**src/rtl/ps2_pkg.sv**
```systemverilog
// ps2_pkg: shared constants, decoder states and event layout for the PS/2 keyboard receiver
package ps2_pkg;
  localparam logic [7:0] PS2_E0 = 8'hE0;
  localparam logic [7:0] PS2_F0 = 8'hF0;
  localparam int FRAME_BITS = 11;
  localparam int EV_W = 10;
  typedef enum logic [1:0] {
    ST_IDLE = 2'd0,
    ST_E0   = 2'd1,
    ST_F0   = 2'd2,
    ST_E0F0 = 2'd3
  } ps2_state_t;
  typedef struct packed {
    logic [7:0] code;
    logic       ext;
    logic       rel;
  } ps2_ev_t;
endpackage

```
**src/rtl/ps2_scan2ascii.sv**
```systemverilog
// ps2_scan2ascii: set-2 scan code to ASCII for letters, digits, space and enter
module ps2_scan2ascii (
  input  logic [7:0] code_i,
  input  logic       ext_i,
  output logic [7:0] ascii_o
);
  logic [7:0] a;
  always_comb begin
    a = 8'h00;
    case (code_i)
      8'h1C: a = "a"; 8'h32: a = "b"; 8'h21: a = "c"; 8'h23: a = "d";
      8'h24: a = "e"; 8'h2B: a = "f"; 8'h34: a = "g"; 8'h33: a = "h";
      8'h43: a = "i"; 8'h3B: a = "j"; 8'h42: a = "k"; 8'h4B: a = "l";
      8'h3A: a = "m"; 8'h31: a = "n"; 8'h44: a = "o"; 8'h4D: a = "p";
      8'h15: a = "q"; 8'h2D: a = "r"; 8'h1B: a = "s"; 8'h2C: a = "t";
      8'h3C: a = "u"; 8'h2A: a = "v"; 8'h1D: a = "w"; 8'h22: a = "x";
      8'h35: a = "y"; 8'h1A: a = "z";
      8'h45: a = "0"; 8'h16: a = "1"; 8'h1E: a = "2"; 8'h26: a = "3";
      8'h25: a = "4"; 8'h2E: a = "5"; 8'h36: a = "6"; 8'h3D: a = "7";
      8'h3E: a = "8"; 8'h46: a = "9";
      8'h29: a = " "; 8'h5A: a = 8'h0D;
      default: a = 8'h00;
    endcase
  end
  assign ascii_o = ext_i ? 8'h00 : a;
endmodule

```
**src/rtl/ps2_kbd_event_rx.sv**
```systemverilog
// ps2_kbd_event_rx: PS/2 set-2 receiver decoding E0/F0-prefixed key events into a show-ahead FIFO
module ps2_kbd_event_rx
  import ps2_pkg::*;
#(
  parameter int FIFO_DEPTH     = 8,
  parameter int SYNC_STAGES    = 3,
  parameter int TIMEOUT_CYCLES = 50000
) (
  input  logic                          clk,
  input  logic                          clrn,
  input  logic                          ps2_clk,
  input  logic                          ps2_data,
  input  logic                          ev_ready,
  input  logic                          err_clr,
  output logic                          ev_valid,
  output logic [7:0]                    ev_code,
  output logic                          ev_ext,
  output logic                          ev_release,
  output logic [7:0]                    ev_ascii,
  output logic [$clog2(FIFO_DEPTH):0]   fifo_level,
  output logic [7:0]                    press_count,
  output logic                          overflow,
  output logic                          frame_err
);
  localparam int AW = $clog2(FIFO_DEPTH);
  localparam int LW = AW + 1;
  localparam int TW = $clog2(TIMEOUT_CYCLES + 1);

  logic [SYNC_STAGES-1:0] sc_q, sd_q;
  logic [3:0]             cnt_q;
  logic [TW-1:0]          tmo_q;
  logic [FRAME_BITS-2:0]  sh_q;
  logic [FRAME_BITS-1:0]  frame;
  logic [7:0]             byte_q, pc_q;
  logic                   byte_v_q, ovf_q, ferr_q;
  logic                   strobe, last, good, tmo_hit, push, push_ok, pop, full;
  ps2_state_t             st_q, st_d;
  ps2_ev_t                ev_d, head;
  ps2_ev_t                mem_q [FIFO_DEPTH];
  logic [AW:0]            wr_q, rd_q, level;

  // Falling edge seen between the two oldest synchroniser stages
  assign strobe  = sc_q[SYNC_STAGES-1] & ~sc_q[SYNC_STAGES-2];
  assign frame   = {sd_q[SYNC_STAGES-1], sh_q};
  assign last    = strobe && cnt_q == 4'(FRAME_BITS - 1);
  assign good    = last && !frame[0] && frame[FRAME_BITS-1] && ^frame[FRAME_BITS-2:1];
  assign tmo_hit = !strobe && cnt_q != 4'd0 && tmo_q == TW'(TIMEOUT_CYCLES - 1);

  // Prefix bytes accumulate into the state bits: bit0 = extended, bit1 = release
  always_comb begin
    st_d = st_q;
    push = 1'b0;
    ev_d = '{code: byte_q, ext: st_q[0], rel: st_q[1]};
    if (byte_v_q) begin
      if (byte_q == PS2_E0) st_d = ps2_state_t'(st_q | 2'b01);
      else if (byte_q == PS2_F0) st_d = ps2_state_t'(st_q | 2'b10);
      else begin
        st_d = ST_IDLE;
        push = 1'b1;
      end
    end
  end

  assign level   = wr_q - rd_q;
  assign ev_valid = level != '0;
  assign full    = level == LW'(FIFO_DEPTH);
  assign pop     = ev_valid & ev_ready;
  assign push_ok = push & (~full | pop);
  assign head    = mem_q[rd_q[AW-1:0]];

  always_ff @(posedge clk) begin
    if (!clrn) begin
      sc_q     <= '1;
      sd_q     <= '1;
      cnt_q    <= '0;
      tmo_q    <= '0;
      byte_v_q <= 1'b0;
      st_q     <= ST_IDLE;
      wr_q     <= '0;
      rd_q     <= '0;
      pc_q     <= '0;
      ovf_q    <= 1'b0;
      ferr_q   <= 1'b0;
    end else begin
      sc_q     <= {sc_q[SYNC_STAGES-2:0], ps2_clk};
      sd_q     <= {sd_q[SYNC_STAGES-2:0], ps2_data};
      if (strobe) begin
        cnt_q <= last ? 4'd0 : cnt_q + 4'd1;
        tmo_q <= '0;
      end else if (tmo_hit) begin
        cnt_q <= '0;
        tmo_q <= '0;
      end else tmo_q <= (cnt_q != 4'd0) ? tmo_q + TW'(1) : '0;
      byte_v_q <= good;
      st_q     <= st_d;
      if (push_ok) wr_q <= wr_q + LW'(1);
      if (pop) rd_q <= rd_q + LW'(1);
      if (push_ok && !ev_d.rel) pc_q <= pc_q + 8'd1;
      ovf_q    <= (push & full & ~pop) | (ovf_q & ~err_clr);
      ferr_q   <= (last & ~good) | tmo_hit | (ferr_q & ~err_clr);
    end
  end

  always_ff @(posedge clk) begin
    if (strobe) sh_q <= frame[FRAME_BITS-1:1];
    if (good) byte_q <= frame[8:1];
    if (push_ok) mem_q[wr_q[AW-1:0]] <= ev_d;
  end

  ps2_scan2ascii u_ascii (
    .code_i  (head.code),
    .ext_i   (head.ext),
    .ascii_o (ev_ascii)
  );

  assign ev_code     = head.code;
  assign ev_ext      = head.ext;
  assign ev_release  = head.rel;
  assign fifo_level  = level;
  assign press_count = pc_q;
  assign overflow    = ovf_q;
  assign frame_err   = ferr_q;
endmodule

```
**config.mk**
```make
export PLATFORM = sky130hd
export DESIGN_NAME = ps2_kbd_event_rx
export DESIGN_NICKNAME = d
export VERILOG_FILES = /design/src/rtl/ps2_pkg.sv /design/src/rtl/ps2_scan2ascii.sv /design/src/rtl/ps2_kbd_event_rx.sv
export SDC_FILE = /design/constraint.sdc
export NUM_CORES = 1
export LEC_CHECK = 0
export BUFFER_PORTS_ARGS = -buffer_cell sky130_fd_sc_hd__clkbuf_2
export CORE_AREA = 3 3 120 122
export DETAILED_ROUTE_END_ITERATION = 7
export DIE_AREA = 0 0 123 125
export PLACE_DENSITY = 0.67
export SETUP_SLACK_MARGIN = 0.15
export SLEW_MARGIN = 25
export SYNTH_ARGS = -nofsm -noshare
export SYNTH_HDL_FRONTEND = slang
export SYNTH_HIERARCHICAL = 1
export SYNTH_SLANG_ARGS = --single-unit
```
**constraint.sdc**
```tcl
create_clock -name clk -period 3.81 [get_ports clk]
set_input_delay 0.1905 -clock clk [delete_from_list [all_inputs] [get_ports clk]]
set_output_delay 0.1905 -clock clk [all_outputs]
set_load 0.05 [all_outputs]
```
==> results.cfg, run 1 <==
[timing]
finalCritPeriodShare = 0.9149
tns_ns = 0
period_minus_slack_ns = 3.486
finalSetupViolCount = 0
slew-limit-headroom = 0.3611
drv_slew = 0
rsz0062_at_grt = false
tightest_slew_ns = 0.9460
fin_worst_skew_ns = 0.006328
finalHoldViolations = 0
clock.fmax_mhz = 286.9

[global_route]
antenna_found_initial = 0
grt_max_degree = 43
overflow = 0
grt_usage = 0.1780
first_global_vias = 4177
grt_first_pass_wirelength_um = 21270

[die]
rows = 42
core-area_um2 = 13300
die_w_um = 123
ios = 39
start_util = 0.5024
die_h_um = 125
fp.dieArea_um2 = 15380

[min_path]
hold_path_class = input port to register
hold_depth = 3
hp-start = ev_ready

[cells_and_area]
synthToLayoutAreaGrowth_pct = 15.94
nFillCells = 1105
multi_input_area_um2 = 2596
final_cell_mix = edfxtp_1, dfxtp_1, nand2_1, nor2_1, clkbuf_2
drive_above_1_share = 0.2201
nets = 597
seq_area_um2 = 3948
layout.cells.non_filler = 762
fin_util = 0.5824
mostFrequentLayoutCell = edfxtp_1
n_antenna_cell = 0

[place]
routabilityCongestion = 0.8805
portBuffers = 37
dp_cells = 728
dp_hpwl_um = 8623

[power_and_ir_drop]
p_per_area_nw_per_um2 = 637.7
p_leak_nw = 2.702
max-vdd-ir-drop_uv = 381.5

[critical_path]
rr_worst_depth = 8
r2r_slack_ns = 0.86
crit_path_cell_trace = mux4_2, mux2_2, inv_1, ha_1, nand2_1, and3_1, a211oi_1, o21ai_0, a221oi_2, buf_12
cp-endpoint = ev_ascii[6]
path_delay_family = multiplexers
critical_path_class = register to output pin
crit_arrival_ns = 3.30
rr_endpoint = mem_q[4][1]
critPathCaptureType = output pin
cpPeakStageDelay_ns = 0.50
crit_buf_inv = 2
cp_data_required_time_ns = 3.62
start_kind = register
crit_slowest_cell = mux4_2
cp_max_fo = 11
path_depth = 10
r2r_start = wr_q[1]

[clocking]
cts_tree = built
clkSlewWorstSetupHoldPaths_ns = 0.06
insertion_delay_ns = 0.42
clock_sinks = 148
htree_levels = 4
cts_buffers = 17
cts-root-buf = clkbuf_16
ctsLongestPathBuffers = 2

[logic_synthesis]
ys_ff_latch = 148
syn_nets = 548
async_reset_ff_frac = 0
synth_area_um2 = 6679
synth_cell_types = 62
synth_area_leaders = edfxtp_1, dfxtp_1, mux4_2
yosys_warnings = 6
synth_edf_count = 98
synth_top_area_share = 0.4406
synthCells = 524
synth_largest_area_cell = edfxtp_1
syn-mean-instance-area_um2 = 12.75
synth-main-ff-cell = edfxtp_1
ys_seq_area_frac = 0.5905

[route]
route.detailed.drc = 0
dr.pass1.iters = 5
drt_iter0_markers = 365
drt-vias-per-instance = 5.594
vias = 4263
final_antenna_net_count = 0
post_drt_wl_per_cell_um = 16.97
routed_wl_um = 12930

[job]
drv_cap = 0

[run_status]
outcome = complete, no violations
cell usage after synthesis, types with 4 or more instances:
cell type,instances
nor4_1,4
mux2_2,11
or4_1,4
xnor2_1,12
mux4_2,20
mux2i_1,9
nand2b_1,17
and3_1,6
xor2_1,9
a21boi_0,4
clkbuf_1,12
nor2b_1,7
nor3_1,4
nor3b_1,5
nand2_1,38
a21oi_1,15
a31oi_1,5
buf_2,7
nand3_1,21
inv_1,17
o31ai_1,4
nand4_1,11
dfxtp_1,50
nor2_1,34
edfxtp_1,98
a21o_1,5
o21ai_0,19
o211ai_1,4
a211oi_1,5
and2_1,8
ha_1,17
final cells by class:
type / count / area share
inverter: 18 / 0.009210
multi-input combinational: 335 / 0.3353
clock inverter: 15 / 0.01923
timing repair buffer: 53 / 0.04314
clock buffer: 17 / 0.05494
tap: 176 / 0.02844
sequential: 148 / 0.5098
through the flow:
| stage | setup slack (ns) | hold slack, ns | power, W | cell area (µm²) |
|---|---|---|---|---|
| 6_report | 0.3241 | 0.1168 | 0.004938 | 7744 |
| 5_1_grt | 0.1614 | 0.1235 | 0.005174 | 7744 |
| 4_1_cts | 0.2358 | 0.1014 | 0.004957 | 7724 |
| 3_5_place_dp | 0.5902 | 0.3760 | 0.003353 | 7128 |
| 3_3_place_gp | 0.6236 | 0.3731 | 0.003345 | 7128 |
| 2_1_floorplan | 0.3256 | 0.2920 | 0.003054 | 6713 |
metal layers:
layer / vias to the layer above / track usage / part of all wire
met2: 86 / 0.2792 / 0.50
met4: 0 / 0.05342 / 0.013
met5: - / 0 / 0
met1: 2094 / 0.2418 / 0.45
li1: 2066 / - / -
met3: 17 / 0.05104 / 0.039
state kept, by name, summed over array words and instances, names as in the netlist, 2 cells and up, named ones only:
| signal | count |
|---|---|
| cnt_q | 4 |
| press_count | 8 |
| mem_q | 80 |
| byte_q | 8 |
| rd_q | 4 |
| wr_q | 4 |
| sd_q | 3 |
| tmo_q | 16 |
| sc_q | 3 |
| st_q | 2 |
| sh_q | 10 |
worst min-delay path: stages:
cell and delay [ns]:
clkbuf_2 0.12, nand3_1 0.10, mux2i_1 0.07
cell families after synthesis:
| logic type | share of synthesized area |
|---|---|
| xor gates and xnor gates | 0.03091 |
| other | 0.0005615 |
| AOI/OAI and AO/OA | 0.08206 |
| buffers and inverters | 0.02660 |
| muxes | 0.09948 |
| DFF | 0.5905 |
| and+or+nand+nor | 0.1351 |
| adders and majority gates | 0.03484 |
power breakdown:
group	switching [W]	internal, W
Clock	0.000682	0.000916
Sequential	0.0000368	0.00172
Combinational	0.00103	0.000550
Total	0.00175	0.00319
worst min path at each step:
stage                     endpoint  slack [ns]
after floorplan            sc_q[0]        0.29
after global placement     sd_q[0]        0.37
after detailed placement   sd_q[0]        0.38
after CTS                  rd_q[3]        0.10
after global routing      overflow        0.12
final                      rd_q[3]        0.12
timing repair:
item                                    4_1_cts  5_1_grt
hold buffers                                  2        0
pin swaps                                     0        1
endpoints found under the setup margin        2        5
gates resized for setup                       1       10
buffers inserted                              0        0
endpoints found under the hold margin         2        0
Power figures use the tool's default switching activity.
==> run 2, diff against run 1 <==
--- a/config.mk
+++ b/config.mk
@@ -5,10 +5,11 @@
 export SDC_FILE = /design/constraint.sdc
 export NUM_CORES = 1
 export LEC_CHECK = 0
+export ABC_AREA = 1
 export BUFFER_PORTS_ARGS = -buffer_cell sky130_fd_sc_hd__clkbuf_2
-export CORE_AREA = 3 3 120 122
+export CORE_AREA = 3 3 122 124
 export DETAILED_ROUTE_END_ITERATION = 7
-export DIE_AREA = 0 0 123 125
+export DIE_AREA = 0 0 125 127
 export PLACE_DENSITY = 0.67
 export SETUP_SLACK_MARGIN = 0.15
 export SLEW_MARGIN = 25
==> run 2 against run 1 <==
Net effect: critical path depth is 4 higher; final cell count up 31%; die area up 3.3%; sequential power is 2% lower; clock-buffer cell count rose by 4; via count rose by 23%; largest cell class unchanged; highest routed layer unchanged.
==> results.cfg, run 2 <==
[run_status]
outcome = complete, no violations

[logic_synthesis]
yosys_warnings = 6
synth_top_area_share = 0.4236
synthAdderAreaFrac = 0.03350
syn_nets = 776
synth_largest_area_cell = edfxtp_1
synth.most_common_cell = nand2_1
synth_cell_types = 43
synth-main-ff-cell = edfxtp_1
synthTopCellsByCount = nand2_1, nor2_1, edfxtp_1, inv_1, o21ai_0
synth_edf_count = 98
synth_compound_area_frac = 0.09562
synthCells = 752
ys_ff_latch = 148
synth_simple_gate_area_share = 0.2229
async_reset_ff_frac = 0
synth_top_family_by_area = simple AND/OR/NAND/NOR gates
syn-mean-instance-area_um2 = 9.239
synth_area_um2 = 6948
synth_xor_area_frac = 0.02773
ys_seq_area_frac = 0.5676
synth_area_leaders = edfxtp_1, dfxtp_1, nand2_1
yosys-mux-area-fraction = 0

[cells_and_area]
mostFrequentLayoutCell = nand2_1
largest_reg_flops = 80
nFillCells = 1202
n_antenna_cell = 0
multi_input_area_um2 = 2691
drive_above_1_share = 0.1504
seq_area_um2 = 3944
final_cell_mix = nand2_1, nor2_1, edfxtp_1, inv_1, o21ai_0
synthToLayoutAreaGrowth_pct = 16.80
nets = 829

[clocking]
cts_tree = built
clkSlewWorstSetupHoldPaths_ns = 0.06
insertion_delay_ns = 0.42
clock_sinks = 148
cts_setup_buffers = 0
ctsLongestPathBuffers = 2
htree_levels = 4
cts_buffers = 17
cts-root-buf = clkbuf_16

[timing]
tightest_slew_ns = 0.6940
rsz0062_at_grt = false
whs_ns = 0.07226
slew-limit-headroom = 0.5352
clock.fmax_mhz = 298.4
period_minus_slack_ns = 3.351
finalHoldViolations = 0
fin_worst_skew_ns = 0.006214
finalCritPeriodShare = 0.8795
drv_slew = 0
tns_ns = 0
finalSetupViolCount = 0

[critical_path]
rr_worst_depth = 13
critical_path_class = register to output pin
crit_arrival_ns = 3.16
cp_max_fo = 16
crit_path_cell_trace = buf_4, o21ai_0, o22ai_1, nor2_1, a31oi_4, inv_1, ha_1, inv_1, o21ai_2, nand2_1, o21ai_0, nand2_1, a21oi_1, clkbuf_2
r2r_start = wr_q[0]
path_depth = 14
cpPeakStageDelay_ns = 0.38
cp_data_required_time_ns = 3.62
critPathCaptureType = output pin
path_delay_family = compound AO/OA/AOI/OAI gates
crit_buf_inv = 4
crit_slowest_cell = dfxtp_1
start_kind = register

[min_path]
hold_path_class = input port to register
hp-start = err_clr
hold_depth = 4

[global_route]
grt_max_degree = 24
overflow = 0
antenna_found_initial = 0
grt_first_pass_wirelength_um = 24680
first_global_vias = 5043
grt_usage = 0.1945

[route]
post_drt_wl_per_cell_um = 14.99
vias = 5242
routed_wl_um = 14960
dr.pass1.iters = 5
route.detailed.drc = 0
drt-vias-per-instance = 5.253
drt_iter0_markers = 474
final_antenna_net_count = 0

[place]
routabilityCongestion = 0.8724
dp_hpwl_um = 10290
portBuffers = 37

[die]
core-area_um2 = 13880
start_util = 0.5005
rows = 43
fp.dieArea_um2 = 15880
die_h_um = 127
ios = 39
die_w_um = 125

[power_and_ir_drop]
switching_share = 0.3163
p_per_area_nw_per_um2 = 582.8
p_comb_frac = 0.246
pwr-share-seq = 0.364
switchingPower_w = 0.001496
max-vdd-ir-drop_uv = 328.9
p_leak_nw = 3.125
internal_power_w = 0.003233
clkPwrFrac = 0.390

[job]
drv_cap = 0
==> run 2: changes by cell type after synthesis, moves of 11 or more <==
cell      previous run  this run
mux4_2              20         0
nor2_1              34       122
inv_1               17        59
a21oi_1             15        33
nand3_1             21        41
nand2b_1            17         0
o21ai_0             19        59
nand2_1             38       138
mux2_2              11         0
==> run 2: cell families (layout without fill, tap and decap cells) <==
| kind of cell | after synthesis | count (layout) |
|---|---|---|
| other | 1 | 1 |
| DFF | 148 | 148 |
| and+or+nand+nor | 350 | 350 |
| buffers and inverters | 90 | 156 |
| xor gates and xnor gates | 22 | 22 |
| adders and majority gates | 18 | 18 |
| AOI/OAI and AO/OA | 123 | 123 |
==> run 2: timing repair <==
item	4_1_cts	5_1_grt
hold endpoints to repair	2	0
gates resized for setup	0	2
hold buffers	2	0
endpoints found under the setup margin	0	2
==> run 2: final cells by class <==
cell class,count,area share
multi-input combinational,514,0.3316
tap,180,0.02775
sequential,148,0.4860
timing repair buffer,58,0.04286
clock inverter,11,0.02451
inverter,66,0.03053
clock buffer,21,0.05674
==> run 2: worst reg2reg max path, cell delays in order, from the launching register on <==
cell and delay (ns):
dfxtp_1 0.39, inv_1 0.08, ha_1 0.20, inv_1 0.08, fa_1 0.43, nor2_1 0.13
nand2_1 0.08, nor2_1 0.23, nand2_4 0.13, nand2_4 0.11, inv_2 0.07, nand2_1 0.16
nor2_1 0.07, buf_4 0.20
==> run 2: power by group through the flow <==
stage	clock [W]	sequential, W	combinational (W)
3_5_place_dp	0	0.00176	0.00115
2_1_floorplan	0	0.00175	0.000886
3_3_place_gp	0	0.00176	0.00115
6_report	0.00184	0.00172	0.00116
5_1_grt	0.00194	0.00172	0.00129
4_1_cts	0.00186	0.00172	0.00115
==> run 2: worst paths after layout <==
| kind | end | slack [ns] |
|---|---|---|
| max | ev_ascii[0] | 0.46 |
| min | overflow | 0.07 |
| max reg2reg | mem_q[4][8] | 1.20 |
| min reg2reg | sd_q[2] | 0.41 |
==> run 2: metrics by stage <==
step / cell area, µm² / worst slack (ns) / std cells / power (W) / util
2_1_floorplan: 6979 / 0.1728 / 752 / 0.002639 / -
3_3_place_gp: 7418 / 0.9480 / 964 / 0.002904 / 0.5344
3_5_place_dp: 7418 / 0.8320 / 964 / 0.002903 / 0.5344
4_1_cts: 8098 / 0.3633 / 998 / 0.004735 / 0.5834
5_1_grt: 8115 / 0.1754 / 998 / 0.004952 / 0.5846
6_report: 8115 / 0.4591 / 998 / 0.004729 / 0.5846
==> run 2: metal layers <==
metal | track usage | up-vias | share of wire
met5 | 0 | - | 0
met4 | 0.08355 | 0 | 0.027
met3 | 0.04431 | 31 | 0.041
met2 | 0.3220 | 111 | 0.48
met1 | 0.2474 | 2461 | 0.45
li1 | - | 2639 | -
==> run 3, diff against run 2 <==
--- a/config.mk
+++ b/config.mk
@@ -7,13 +7,12 @@
 export LEC_CHECK = 0
 export ABC_AREA = 1
 export BUFFER_PORTS_ARGS = -buffer_cell sky130_fd_sc_hd__clkbuf_2
-export CORE_AREA = 3 3 122 124
+export CORE_AREA = 3 3 124 126
 export DETAILED_ROUTE_END_ITERATION = 7
-export DIE_AREA = 0 0 125 127
-export PLACE_DENSITY = 0.67
+export DIE_AREA = 0 0 127 129
+export PLACE_DENSITY = 0.66
 export SETUP_SLACK_MARGIN = 0.15
 export SLEW_MARGIN = 25
 export SYNTH_ARGS = -nofsm -noshare
 export SYNTH_HDL_FRONTEND = slang
-export SYNTH_HIERARCHICAL = 1
 export SYNTH_SLANG_ARGS = --single-unit
==> run 3 against run 2 <==
Net effect: final cell count rose by 2.2%; total power shrank 4.7%; critical path type unchanged; setup slack better by 0.070 ns; sequential cell count did not move; sequential share of layout area up 0.57 points; non-clock buffer count decreased by 9; die area grew 3.2%; worst hold slack lost 0.024 ns; combinational power about the same; largest cell class unchanged; synthesized area up 2.3%; first-iteration DRC count is 1.3% higher; clock skew increased by 0.0010 ns.
==> results.cfg, run 3 <==
[logic_synthesis]
yosys_warnings = 0
syn_nets = 802
synth_top_area_share = 0.4140
synthTopCellsByCount = nand2_1, edfxtp_1, inv_1, nor2_1, nand3_1
synthCells = 778
ys_seq_area_frac = 0.5548
ys_ff_latch = 148
synth_area_leaders = edfxtp_1, dfxtp_1, nand2_1
syn-mean-instance-area_um2 = 9.136
synth_area_um2 = 7108
synth-main-ff-cell = edfxtp_1
synth_largest_area_cell = edfxtp_1
synth_cell_types = 39
async_reset_ff_frac = 0
synth_edf_count = 98
synth.most_common_cell = nand2_1

[timing]
finalCritPeriodShare = 0.8611
period_minus_slack_ns = 3.281
tightest_slew_ns = 0.9855
setup_ws_ns = 0.5292
whs_ns = 0.04830
tns_ns = 0
finalHoldViolations = 0
drv_slew = 0
finalSetupViolCount = 0
fin_worst_skew_ns = 0.007219
rsz0062_at_grt = false
clock.fmax_mhz = 304.8
slew-limit-headroom = 0.3406

[cells_and_area]
fin_util = 0.5561
nets = 847
largest_reg_flops = 80
drive_above_1_share = 0.1495
mostFrequentLayoutCell = nand2_1
n_antenna_cell = 0
final_cell_mix = nand2_1, edfxtp_1, inv_1, nor2_1, nand3_1
synthToLayoutAreaGrowth_pct = 12.85
nFillCells = 1292

[min_path]
hold_depth = 4
hold_path_class = input port to register
whs_endpoint = overflow
hp-start = err_clr

[clocking]
insertion_delay_ns = 0.41
clkSlewWorstSetupHoldPaths_ns = 0.06
cts_tree = built
cts_buffers = 17
ctsLongestPathBuffers = 2
clock_sinks = 148
htree_levels = 4
cts-root-buf = clkbuf_16

[route]
dr.pass1.iters = 5
top_layer = met4
wl_met1_um = 6523
routed_wl_um = 15200
route.detailed.drc = 0
drt-vias-per-instance = 5.329
final_antenna_net_count = 0
wl_met2_um = 7537
vias = 5436
wl_met3_um = 769
post_drt_wl_per_cell_um = 14.90
drt_iter0_markers = 480

[critical_path]
r2r_start = wr_q[0]
r2r_slack_ns = 0.88
crit_arrival_ns = 3.09
cp_data_required_time_ns = 3.62
start_kind = register
rr_endpoint = mem_q[4][4]
crit_slowest_cell = dfxtp_1
cpPeakStageDelay_ns = 0.71
cp_max_fo = 13
crit_path_frequent_cell = nand2_1
critical_path_class = register to output pin
critPathCaptureType = output pin
crit_path_cell_trace = clkinvlp_4, nand2_1, nand2_1, inv_1, ha_1, nand2_2, inv_2, nand2_2, nand2_2, nand3_1, nand2_1, nand2_1, a21oi_1, clkbuf_2
rr_worst_depth = 11

[power_and_ir_drop]
max-vdd-ir-drop_uv = 363.7
p_leak_nw = 3.235
switching_share = 0.3323
total_power_w = 0.004507
p_per_area_nw_per_um2 = 561.8
clkPwrFrac = 0.355
pwr-share-seq = 0.382
switchingPower_w = 0.001497
internal_power_w = 0.003009
p_comb_frac = 0.263

[die]
rows = 44
die_w_um = 127
start_util = 0.4928
fp.dieArea_um2 = 16380
ios = 39
core-area_um2 = 14420
die_h_um = 129

[global_route]
grt_usage = 0.1915
first_global_vias = 5238
antenna_found_initial = 0
overflow = 0
grt_max_degree = 41
grt_first_pass_wirelength_um = 24870

[place]
pre_cts_ws_ns = 0.8422
dp_hpwl_um = 10450
portBuffers = 37
routabilityCongestion = 0.8889

[job]
drv_cap = 0

[run_status]
outcome = complete, no violations
## run 3: kinds of logic after synthesis
kind of cell / count (synthesis) / share of synthesized area
other: 1 / 0.0005276
xor gates and xnor gates: 18 / 0.02218
buffers and inverters: 112 / 0.07147
DFF: 148 / 0.5548
and+or+nand+nor: 388 / 0.2466
adders and majority gates: 18 / 0.03274
AOI/OAI and AO/OA: 93 / 0.07164
## run 3: cell type report
class / instances / area, µm² / share of cell area
clock buffer: 22 / 464.2 / 0.05787
inverter: 89 / 340.3 / 0.04243
sequential: 148 / 3944 / 0.4917
tap: 184 / 230.2 / 0.02870
timing repair buffer: 49 / 280.3 / 0.03494
multi-input combinational: 518 / 2656 / 0.3312
clock inverter: 10 / 106.4 / 0.01326
## run 3: metal layers
metal / global-route usage / vias up
li1: - / 2677
met1: 0.2393 / 2562
met2: 0.3222 / 173
met3: 0.04068 / 24
met4: 0.08517 / 0
met5: 0 / -
## run 3: worst max-delay path by stage
stage / start / to / slack [ns] / cells after the start
floorplan: wr_q[0] / mem_q[6][0] / 0.33 / 11
global placement: register / ev_ascii[2] / 0.91 / 14
detailed placement: wr_q[0] / mem_q[4][5] / 0.84 / 11
CTS: register / ev_ascii[3] / 0.41 / 16
global route: register / ev_ascii[3] / 0.23 / 16
finish: register / ev_ascii[2] / 0.53 / 14
## run 3: repair_timing
item	4_1_cts	5_1_grt
endpoints found under the setup margin	0	3
gates resized for setup	0	1
buffers inserted	0	4
endpoints found under the hold margin	2	0
hold buffers	2	0
## run 3: power groups by stage
stage	Clock, W	Combinational [W]	Sequential [W]
after floorplan	0	0.000968	0.00175
after global placement	0	0.00115	0.00175
after detailed placement	0	0.00117	0.00176
after CTS	0.00162	0.00117	0.00172
after global routing	0.00170	0.00130	0.00172
final	0.00160	0.00118	0.00172
## run 3: worst max-delay path: cells and delay by family, from the launching register on
family / cells / cell delay (ns)
AO/OA/AOI/OAI: 1 / 0.13
AND/OR/NAND/NOR: 8 / 0.72
buffers and inverters: 4 / 0.86
adder cells (fa/ha/maj): 1 / 0.24
flip-flops: 1 / 0.71
## run 3: through the flow
stage                     std cells  area, µm²
after CTS                      1016       7988
after global placement          982       7397
final                          1020       8021
after detailed placement        982       7397
after global routing           1020       8021
after floorplan                 778       7108
